--- config.mk ---
export PLATFORM = sky130hd
export DESIGN_NAME = mem_arbiter
export DESIGN_NICKNAME = d
export VERILOG_FILES = /design/src/rtl/mem_arbiter.sv
export SDC_FILE = /design/constraint.sdc
export NUM_CORES = 1
export LEC_CHECK = 0
export ABC_AREA = 1
export ABC_CLOCK_PERIOD_IN_PS = 2160
export CAP_MARGIN = 15
export CORE_AREA = 3 3 88 90
export DETAILED_ROUTE_END_ITERATION = 16
export DIE_AREA = 0 0 91 93
export DONT_BUFFER_PORTS = 1
export GPL_TIMING_DRIVEN = 0
export SETUP_SLACK_MARGIN = 0.02
export SLEW_MARGIN = 20
export SYNTH_ARGS = -nofsm -noshare
export SYNTH_HDL_FRONTEND = slang
export SYNTH_SLANG_ARGS = --single-unit
--- constraint.sdc ---
create_clock -name clk -period 2.16 [get_ports clk]
set_input_delay 0.324 -clock clk [delete_from_list [all_inputs] [get_ports clk]]
set_output_delay 0.324 -clock clk [all_outputs]
set_load 0.01 [all_outputs]
--- src/rtl/mem_arbiter.sv ---
// mem_arbiter: shares one single-port synchronous data memory between the
// instruction-fetch port (m0) and the load/store port (m1). Port 1 has fixed
// priority; a saturating wait counter forces a port 0 grant after MAX_WAIT
// consecutive denied cycles. Reads return through a two-stage pipeline.
module mem_arbiter #(
  parameter int unsigned ADDR_W   = 10,
  parameter int unsigned DATA_W   = 32,
  parameter int unsigned MAX_WAIT = 4
) (
  input  logic              clk,
  input  logic              rst_n,
  input  logic              m0_req,
  input  logic              m0_we,
  input  logic [ADDR_W-1:0] m0_addr,
  input  logic [DATA_W-1:0] m0_wdata,
  input  logic              m1_req,
  input  logic              m1_we,
  input  logic [ADDR_W-1:0] m1_addr,
  input  logic [DATA_W-1:0] m1_wdata,
  output logic              m0_gnt,
  output logic              m1_gnt,
  output logic              m0_rvalid,
  output logic              m1_rvalid,
  output logic [DATA_W-1:0] m0_rdata,
  output logic [DATA_W-1:0] m1_rdata,
  output logic              mem_we,
  output logic [ADDR_W-1:0] mem_addr,
  output logic [DATA_W-1:0] mem_din,
  input  logic [DATA_W-1:0] mem_dout
);

  localparam int unsigned CNT_W = 8;
  localparam logic [CNT_W-1:0] WAIT_LIMIT = CNT_W'(MAX_WAIT);

  logic [CNT_W-1:0]  wait_q, wait_d;
  logic              s1_vld_q, s1_vld_d;
  logic              s1_own_q, s1_own_d;
  // Stage 2 is held as per-port valid flags: the owner bit is implied by
  // which of the two flags is set.
  logic              m0_rvalid_q, m0_rvalid_d;
  logic              m1_rvalid_q, m1_rvalid_d;
  logic [DATA_W-1:0] m0_rdata_q, m0_rdata_d;
  logic [DATA_W-1:0] m1_rdata_q, m1_rdata_d;

  // Grant selection: sole requester wins, on contention port 1 unless port 0 has waited MAX_WAIT cycles.
  always_comb begin
    m0_gnt = 1'b0;
    m1_gnt = 1'b0;
    if (rst_n) begin
      if (m0_req && m1_req) begin
        if (wait_q == WAIT_LIMIT) begin
          m0_gnt = 1'b1;
        end else begin
          m1_gnt = 1'b1;
        end
      end else begin
        m0_gnt = m0_req;
        m1_gnt = m1_req;
      end
    end
  end

  // Memory command mux: the winner's command, or all zeros when idle.
  always_comb begin
    mem_we   = 1'b0;
    mem_addr = '0;
    mem_din  = '0;
    if (m0_gnt) begin
      mem_we   = m0_we;
      mem_addr = m0_addr;
      mem_din  = m0_wdata;
    end else if (m1_gnt) begin
      mem_we   = m1_we;
      mem_addr = m1_addr;
      mem_din  = m1_wdata;
    end
  end

  // Next-state for the starvation counter and the read-return pipeline.
  always_comb begin
    wait_d      = wait_q;
    s1_vld_d    = (m0_gnt && !m0_we) || (m1_gnt && !m1_we);
    s1_own_d    = m1_gnt;
    m0_rvalid_d = s1_vld_q && !s1_own_q;
    m1_rvalid_d = s1_vld_q && s1_own_q;
    m0_rdata_d  = m0_rdata_q;
    m1_rdata_d  = m1_rdata_q;

    if (!m0_req || m0_gnt) begin
      wait_d = '0;
    end else if (wait_q < WAIT_LIMIT) begin
      wait_d = wait_q + CNT_W'(1);
    end

    if (m0_rvalid_d) begin
      m0_rdata_d = mem_dout;
    end
    if (m1_rvalid_d) begin
      m1_rdata_d = mem_dout;
    end
  end

  // State registers with synchronous active-low reset; reset discards in-flight reads.
  always_ff @(posedge clk) begin
    if (!rst_n) begin
      wait_q      <= '0;
      s1_vld_q    <= 1'b0;
      s1_own_q    <= 1'b0;
      m0_rvalid_q <= 1'b0;
      m1_rvalid_q <= 1'b0;
      m0_rdata_q  <= '0;
      m1_rdata_q  <= '0;
    end else begin
      wait_q      <= wait_d;
      s1_vld_q    <= s1_vld_d;
      s1_own_q    <= s1_own_d;
      m0_rvalid_q <= m0_rvalid_d;
      m1_rvalid_q <= m1_rvalid_d;
      m0_rdata_q  <= m0_rdata_d;
      m1_rdata_q  <= m1_rdata_d;
    end
  end

  assign m0_rvalid = m0_rvalid_q;
  assign m1_rvalid = m1_rvalid_q;
  assign m0_rdata  = m0_rdata_q;
  assign m1_rdata  = m1_rdata_q;

endmodule

==> results of run 1 <==
synth_stat cells (all sizes together):
cell type | n | area, um^2
o21ai | 64 | 320
clkbuf | 16 | 60.1
nor2 | 147 | 562
ha | 2 | 25.0
nand3b | 1 | 7.51
nand3 | 47 | 240
inv | 14 | 52.6
dfxtp | 76 | 1520
buf | 16 | 105
nand2 | 102 | 390
a21oi | 4 | 31.3
layout make-up:
type	count	share of cell area [%]
Sequential cell	76	39.3
Tap cell	99	3.19
Inverter	14	1.35
Buffer	32	5.00
Clock buffer	9	3.19
Multi-Input combinational cell	368	43.4
Timing Repair Buffer	12	3.06
Clock inverter	7	1.48
final timing paths:
path                            slack [ns]              startpoint                        end  depth (start not counted)
worst max-delay path                  0.11  wait_q[0]$_SDFFE_PP0N_                mem_din[15]                          9
worst min-delay path                  0.11            mem_dout[13]  m0_rdata[13]$_SDFFE_PN0P_                          2
worst max register to register        0.61  wait_q[0]$_SDFFE_PP0N_     wait_q[1]$_SDFFE_PP0N_                          8
worst min register to register        0.45  wait_q[4]$_SDFFE_PP0N_     wait_q[4]$_SDFFE_PP0N_                          2
cell families (layout without fill, tap and decap cells):
kind of cell | count (synthesis) | in the layout
and+or+nand+nor | 297 | 298
DFF | 76 | 76
AOI/OAI and AO/OA | 68 | 68
buffers and inverters | 46 | 74
adders and majority gates | 2 | 2
metrics by stage:
stage	instances	util [%]	power [uW]	instance area (um^2)	setup WS, ns
after floorplan	489	-	1780	3320	0.522
after global routing	617	54.3	3000	3880	0.00967
final	617	54.3	2860	3880	0.108
after detailed placement	588	48.2	1850	3440	0.268
after CTS	607	51.5	2870	3680	0.00823
after global placement	588	48.2	1840	3440	0.294
cells in the final DEF, fill, tap and decap left out:
master,count
a21oi_1,3
nand2_4,1
ha_4,1
inv_1,9
clkbuf_1,16
clkinv_2,1
inv_2,5
buf_6,8
ha_1,1
nand3_2,5
nand3_4,1
nand2_2,16
buf_2,10
nor2_1,144
inv_6,3
o21ai_0,64
clkbuf_8,9
buf_8,1
nand3b_1,1
nor2_2,2
nand3_1,41
nor2_4,1
nand2_8,1
dfxtp_2,2
a21oi_4,1
buf_4,7
nand2_1,85
clkbuf_16,1
buf_12,1
dfxtp_1,74
clkinvlp_4,2
inv_8,1
power groups by stage:
stage,registers [uW],clock network [uW],logic (uW)
floorplan,1540,0,234
global placement,1560,0,284
detailed placement,1560,0,290
CTS,1530,1040,298
global route,1530,1090,375
finish,1530,1000,337
timing repair:
action / CTS / global route
gates cloned: 0 / 6
setup endpoints to repair: 39 / 44
hold buffers: 0 / 0
endpoints found under the hold margin: 0 / 0
resized for setup: 9 / 33
pin swaps: 3 / 9
buffers inserted: 3 / 4
metal layers:
layer  share of wire [%]  track usage (%)  up-vias
met5                   0                0        -
met4                0.78             6.91        0
met3                  12             11.3       10
met2                  48             37.0      163
met1                  39             26.6     1444
li1                    -                -     1609
worst max-delay path: stages, from the launching register on:
cell       delay, ns
dfxtp_2         0.33
inv_2           0.07
ha_4            0.13
nand2_2         0.06
nor2_4          0.16
nand3_4         0.15
nand2_4         0.15
clkbuf_16       0.15
nand3_1         0.06
nand2_1         0.12
sequential cells by signal (all words and copies together), names as in the netlist:
signal and cells:
m0_rdata 32, m0_rvalid 1, m1_rdata 32, m1_rvalid 1, s1_own_q 1, s1_vld_q 1
wait_q 8
==> results.txt, run 1 <==
----------------------------------------------------
[Floorplanning]
  Cell Rows ... 31
  Die span in x ... 91 um
  Top-Level Pins ... 233
  Die H ... 93 um
  Starting density of the core ... 46.5%
  Placeable core region ... 7140 um^2
  Die ar. ... 8460 um^2

[STA]
  Final worst hold slack ... 0.108 ns
  Number of failing hold endpoints at the final stage ... 0
  Final Slew Violations ... 0
  Minimum clock period after layout ... 2.05 ns
  Layout Skew ... 0.00583 ns
  Setup repair after global routing missed its margin ... false
  Max-Slew Margin vs Limit ... 67.2%
  Transition time at the pin with the least slew margin ... 0.492 ns
  Max Clock Freq ... 487 MHz
  Number of failing setup endpoints in the final timing report ... 0
  Fin Setup TNS ... 0 ns
  Period Utilization, post-route ... 95.0%

[Drt]
  DRT antenna net count ... 0
  DRC violation count after routing ... 0
  Routed length per instance ... 17.1 um
  Number of detailed-route iterations in the first pass ... 4
  1st-iter DRT viols ... 143
  Final wirelength ... 10.6 mm
  Routed vias/inst ... 5.23
  Via Count ... 3226

[Pwr]
  Share of total power in sequential cells ... 53.3%
  Pleak ... 0.00173 uW
  Relative contribution of the clock network to total power ... 34.9%
  Internal power component ... 2010 uW
  Largest vdd supply drop ... 0.000413 V
  Sw Ratio ... 29.8%
  Net switching power ... 853 uW
  Power density cells ... 738 nW/um^2
  Logic pwr share ... 11.8%

[Setup path]
  Worst Setup Path Type ... reg -> out
  Startpoint Class ... flip-flop
  Kind of capture point of the worst setup path ... primary output
  Worst EP required ... 1.84 ns
  Top fanout value on the critical path ... 5
  Arrival time at the worst endpoint ... 1.73 ns

[Placed design]
  Final RePlAce weighted congestion ... 0.753
  Buffers on Ports ... 0
  Detailed Place HPWL ... 7.89 mm

[Min path]
  Type of the worst min-delay path ... in -> reg

[Yosys]
  Multiplexer fraction of the synthesized cell area ... 0%
  Cell area after synthesis ... 3320 um^2
  Synthesis Warnings ... 0
  Post-synth cell types ... 18
  Fraction of synthesized cell area in xor and xnor cells ... 0%
  Gate Count Post-Synth ... 489
  Flip-flop and latch count after synthesis ... 76
  Share of synthesized area occupied by flip-flops and latches ... 45.9%
  Mean post-synth cell area ... 6.78 um^2
  Main combinational cell family by area after synthesis ... simple AND/OR/NAND/NOR gates
  Synthesized Nets ... 613
  Compound-Gate Fraction of Synth Area ... 10.6%
  Simple-gate share of the synthesized area ... 36.2%
  Post-synthesis adder-cell area fraction ... 0.755%

[CTS]
  Sinks on Clock Net ... 76
  Maximum buffer depth of the clock tree ... 2
  H-tree levels ... 3
  Clock slew at the register clock pins of the worst setup and hold paths ... 0.09 ns
  Clock tree from TritonCTS ... built
  Cell at the root of the clock tree ... clkbuf_8
  Number of buffers added by the clock tree synthesis step ... 9
  Clock latency of the later-clocked register in the worst-skew pair ... 0.34 ns

[Cells and area]
  Nets ... 637
  Number of filler instances in the final layout ... 755
  Number of antenna diodes ... 0
  FF+latch area ... 1520 um^2
  Footprint of the multi-input gates ... 1680 um^2
  Growth of design area from synthesis to finish ... 17.0%
  Fraction of layout cells with a size suffix above 1 ... 15.4%

[GRT]
  Via count of the first global-routing pass ... 2807
  Pin count of the biggest net entering global routing ... 16
  Overall global routing resource usage ... 22.8%
  Initial antenna violation count ... 0
  Global-route wire length before repair ... 15.1 mm
  Global-route congestion overflow total ... 0

[Flow run]
  Reported max-cap violation count ... 0

[Status]
  Result of the run ... finished clean

----------------------------------------------------
Power figures use the tool's default switching activity.
==> run 2: changes to the inputs <==
==> constraint.sdc (replaced) <==
create_clock -name clk -period 2.16 [get_ports clk]
set_input_delay 0.432 -clock clk [delete_from_list [all_inputs] [get_ports clk]]
set_output_delay 0.432 -clock clk [all_outputs]
set_load 0.01 [all_outputs]
==> results.txt, run 2 (synthesis results as in run 1) <==
----------------------------------------------------
[Status]
  Result of the run ... finished with violations
  Violations in the final reports ... negative setup slack

[Pwr]
  Power density cells ... 701 nW/um^2
  Pleak ... 0.00176 uW
  Logic pwr share ... 13.0%
  Share of total power in sequential cells ... 52.4%
  Relative contribution of the clock network to total power ... 34.6%
  Largest vdd supply drop ... 0.000414 V
  Internal power component ... 2030 uW
  Sw Ratio ... 30.5%
  Net switching power ... 888 uW

[GRT]
  Overall global routing resource usage ... 25.3%
  Initial antenna violation count ... 0
  Global route hottest layer ... met2
  Global-route wire length before repair ... 16.7 mm
  Global-route track usage on met1 ... 27.9%
  Via count of the first global-routing pass ... 3087
  Pin count of the biggest net entering global routing ... 16
  Met3 Use GR ... 13.3%
  GR Util met2 ... 42.1%
  Global-route congestion overflow total ... 0

[Drt]
  Routed vias/inst ... 5.27
  Routed length per instance ... 17.9 um
  1st-iter DRT viols ... 120
  DRC violation count after routing ... 0
  Number of detailed-route iterations in the first pass ... 4
  DRT antenna net count ... 0
  Via Count ... 3263
  Final wirelength ... 11.1 mm

[Min path]
  Worst hold path startpoint ... mem_dout[13]
  Type of the worst min-delay path ... in -> reg
  Depth of the worst hold-timing path ... 2

[Setup path]
  Startpoint Class ... flip-flop
  Kind of capture point of the worst setup path ... primary output
  Critical path startpoint ... wait_q[0]$_SDFFE_PP0N_
  Worst Setup Path Type ... reg -> out
  Worst EP required ... 1.73 ns
  Origin of the critical flop-to-flop path ... wait_q[0]$_SDFFE_PP0N_
  Top fanout value on the critical path ... 7
  Arrival time at the worst endpoint ... 1.73 ns
  Reg2reg path depth ... 8

[STA]
  Max-Slew Margin vs Limit ... 63.4%
  Transition time at the pin with the least slew margin ... 0.548 ns
  Number of failing hold endpoints at the final stage ... 0
  Number of failing setup endpoints in the final timing report ... 1
  Layout Skew ... 0.00719 ns
  Final worst hold slack ... 0.211 ns
  Min setup slack post-route ... -0.00326 ns
  Minimum clock period after layout ... 2.16 ns
  Max Clock Freq ... 462 MHz
  Period Utilization, post-route ... 100%
  Setup repair after global routing missed its margin ... true
  Final Slew Violations ... 0

[CTS]
  Maximum buffer depth of the clock tree ... 2
  Clock latency of the later-clocked register in the worst-skew pair ... 0.35 ns
  Number of buffers added by the clock tree synthesis step ... 9
  H-tree levels ... 3
  Cell at the root of the clock tree ... clkbuf_8
  Clock slew at the register clock pins of the worst setup and hold paths ... 0.09 ns
  Sinks on Clock Net ... 76
  Clock tree from TritonCTS ... built

[Floorplanning]
  Top-Level Pins ... 233
  Die ar. ... 8460 um^2
  Die H ... 93 um
  Placeable core region ... 7140 um^2
  Die span in x ... 91 um
  Starting density of the core ... 46.5%
  Cell Rows ... 31

[Placed design]
  Buffers on Ports ... 0
  Detailed Place HPWL ... 7.89 mm
  Final RePlAce weighted congestion ... 0.753
  Number of instances in the placed design ... 588

[Cells and area]
  Commonest cells after routing, fill and taps aside ... nor2_1, dfxtp_1, o21ai_0, nand2_1, nand2_2
  Leading cell type in the layout, fill and taps excluded ... nor2_1
  Nets ... 639
  Fraction of layout cells with a size suffix above 1 ... 27.7%
  Number of standard cells in the final layout excluding fillers ... 619
  Growth of design area from synthesis to finish ... 25.4%
  Number of antenna diodes ... 0
  Number of filler instances in the final layout ... 711

[Flow run]
  Reported max-cap violation count ... 0

----------------------------------------------------
run 2: changes by cell type in the layout (fill, tap and decap cells not counted), sizes merged:
cell | previous run | this run
buf | 27 | 30
clkbuf | 26 | 25
run 2: final timing paths:
check	slack, ns	endpoint
max	-0.003	mem_din[6]
min	0.21	m0_rdata[13]$_SDFFE_PN0P_
max reg2reg	0.59	wait_q[1]$_SDFFE_PP0N_
min reg2reg	0.45	wait_q[4]$_SDFFE_PP0N_
run 2: timing repair:
item | 4_1_cts | 5_1_grt
setup endpoints to repair | 42 | 44
buffers inserted | 5 | 3
pin swaps | 40 | 41
resized for setup | 102 | 14
gates cloned | 7 | 0
hold buffers | 0 | 0
run 2: layout make-up:
type                    count  area (um^2)  share of cell area [%]
multi-input cells         368         1960                    47.2
flip-flops and latches     76         1520                    36.7
plain buffers              32          194                    4.67
clock buffers               9          124                    2.98
well taps                  99          124                    2.98
repair buffers             14          119                    2.86
clock inverters             7         57.6                    1.38
inverters                  14         52.6                    1.26
run 2: stage by stage:
step           instance area [um^2]  worst slack, ns  total power (uW)  utilization (%)  TNS (ns)
2_1_floorplan                  3320            0.414              1780                -         0
3_3_place_gp                   3440            0.150              1840             48.2         0
3_5_place_dp                   3440            0.125              1850             48.2         0
4_1_cts                        4070          -0.0540              2930             57.0    -0.853
5_1_grt                        4160          -0.0752              3050             58.2     -2.23
6_report                       4160         -0.00326              2910             58.2  -0.00326
run 2: metal layers:
| metal | vias up | wire [um] |
|---|---|---|
| met4 | 0 | 187 |
| met2 | 156 | 5460 |
| met5 | - | 0 |
| met1 | 1481 | 4060 |
| li1 | 1607 | - |
| met3 | 19 | 1350 |
run 2: power by group through the flow:
stage / clock [uW] / sequential [uW] / combinational (uW)
floorplan: 0 / 1540 / 234
global placement: 0 / 1560 / 284
detailed placement: 0 / 1560 / 290
CTS: 1040 / 1530 / 359
global route: 1090 / 1530 / 419
finish: 1010 / 1530 / 379
run 2: worst max-delay path, cell delays in order, from the launching register on:
cell and delay, ns:
dfxtp_2 0.33, inv_2 0.07, ha_4 0.14, nand2_4 0.05, nor2_4 0.15, nand3_4 0.15
nand2_8 0.14, buf_8 0.15, nand3_2 0.09, nand2_2 0.10
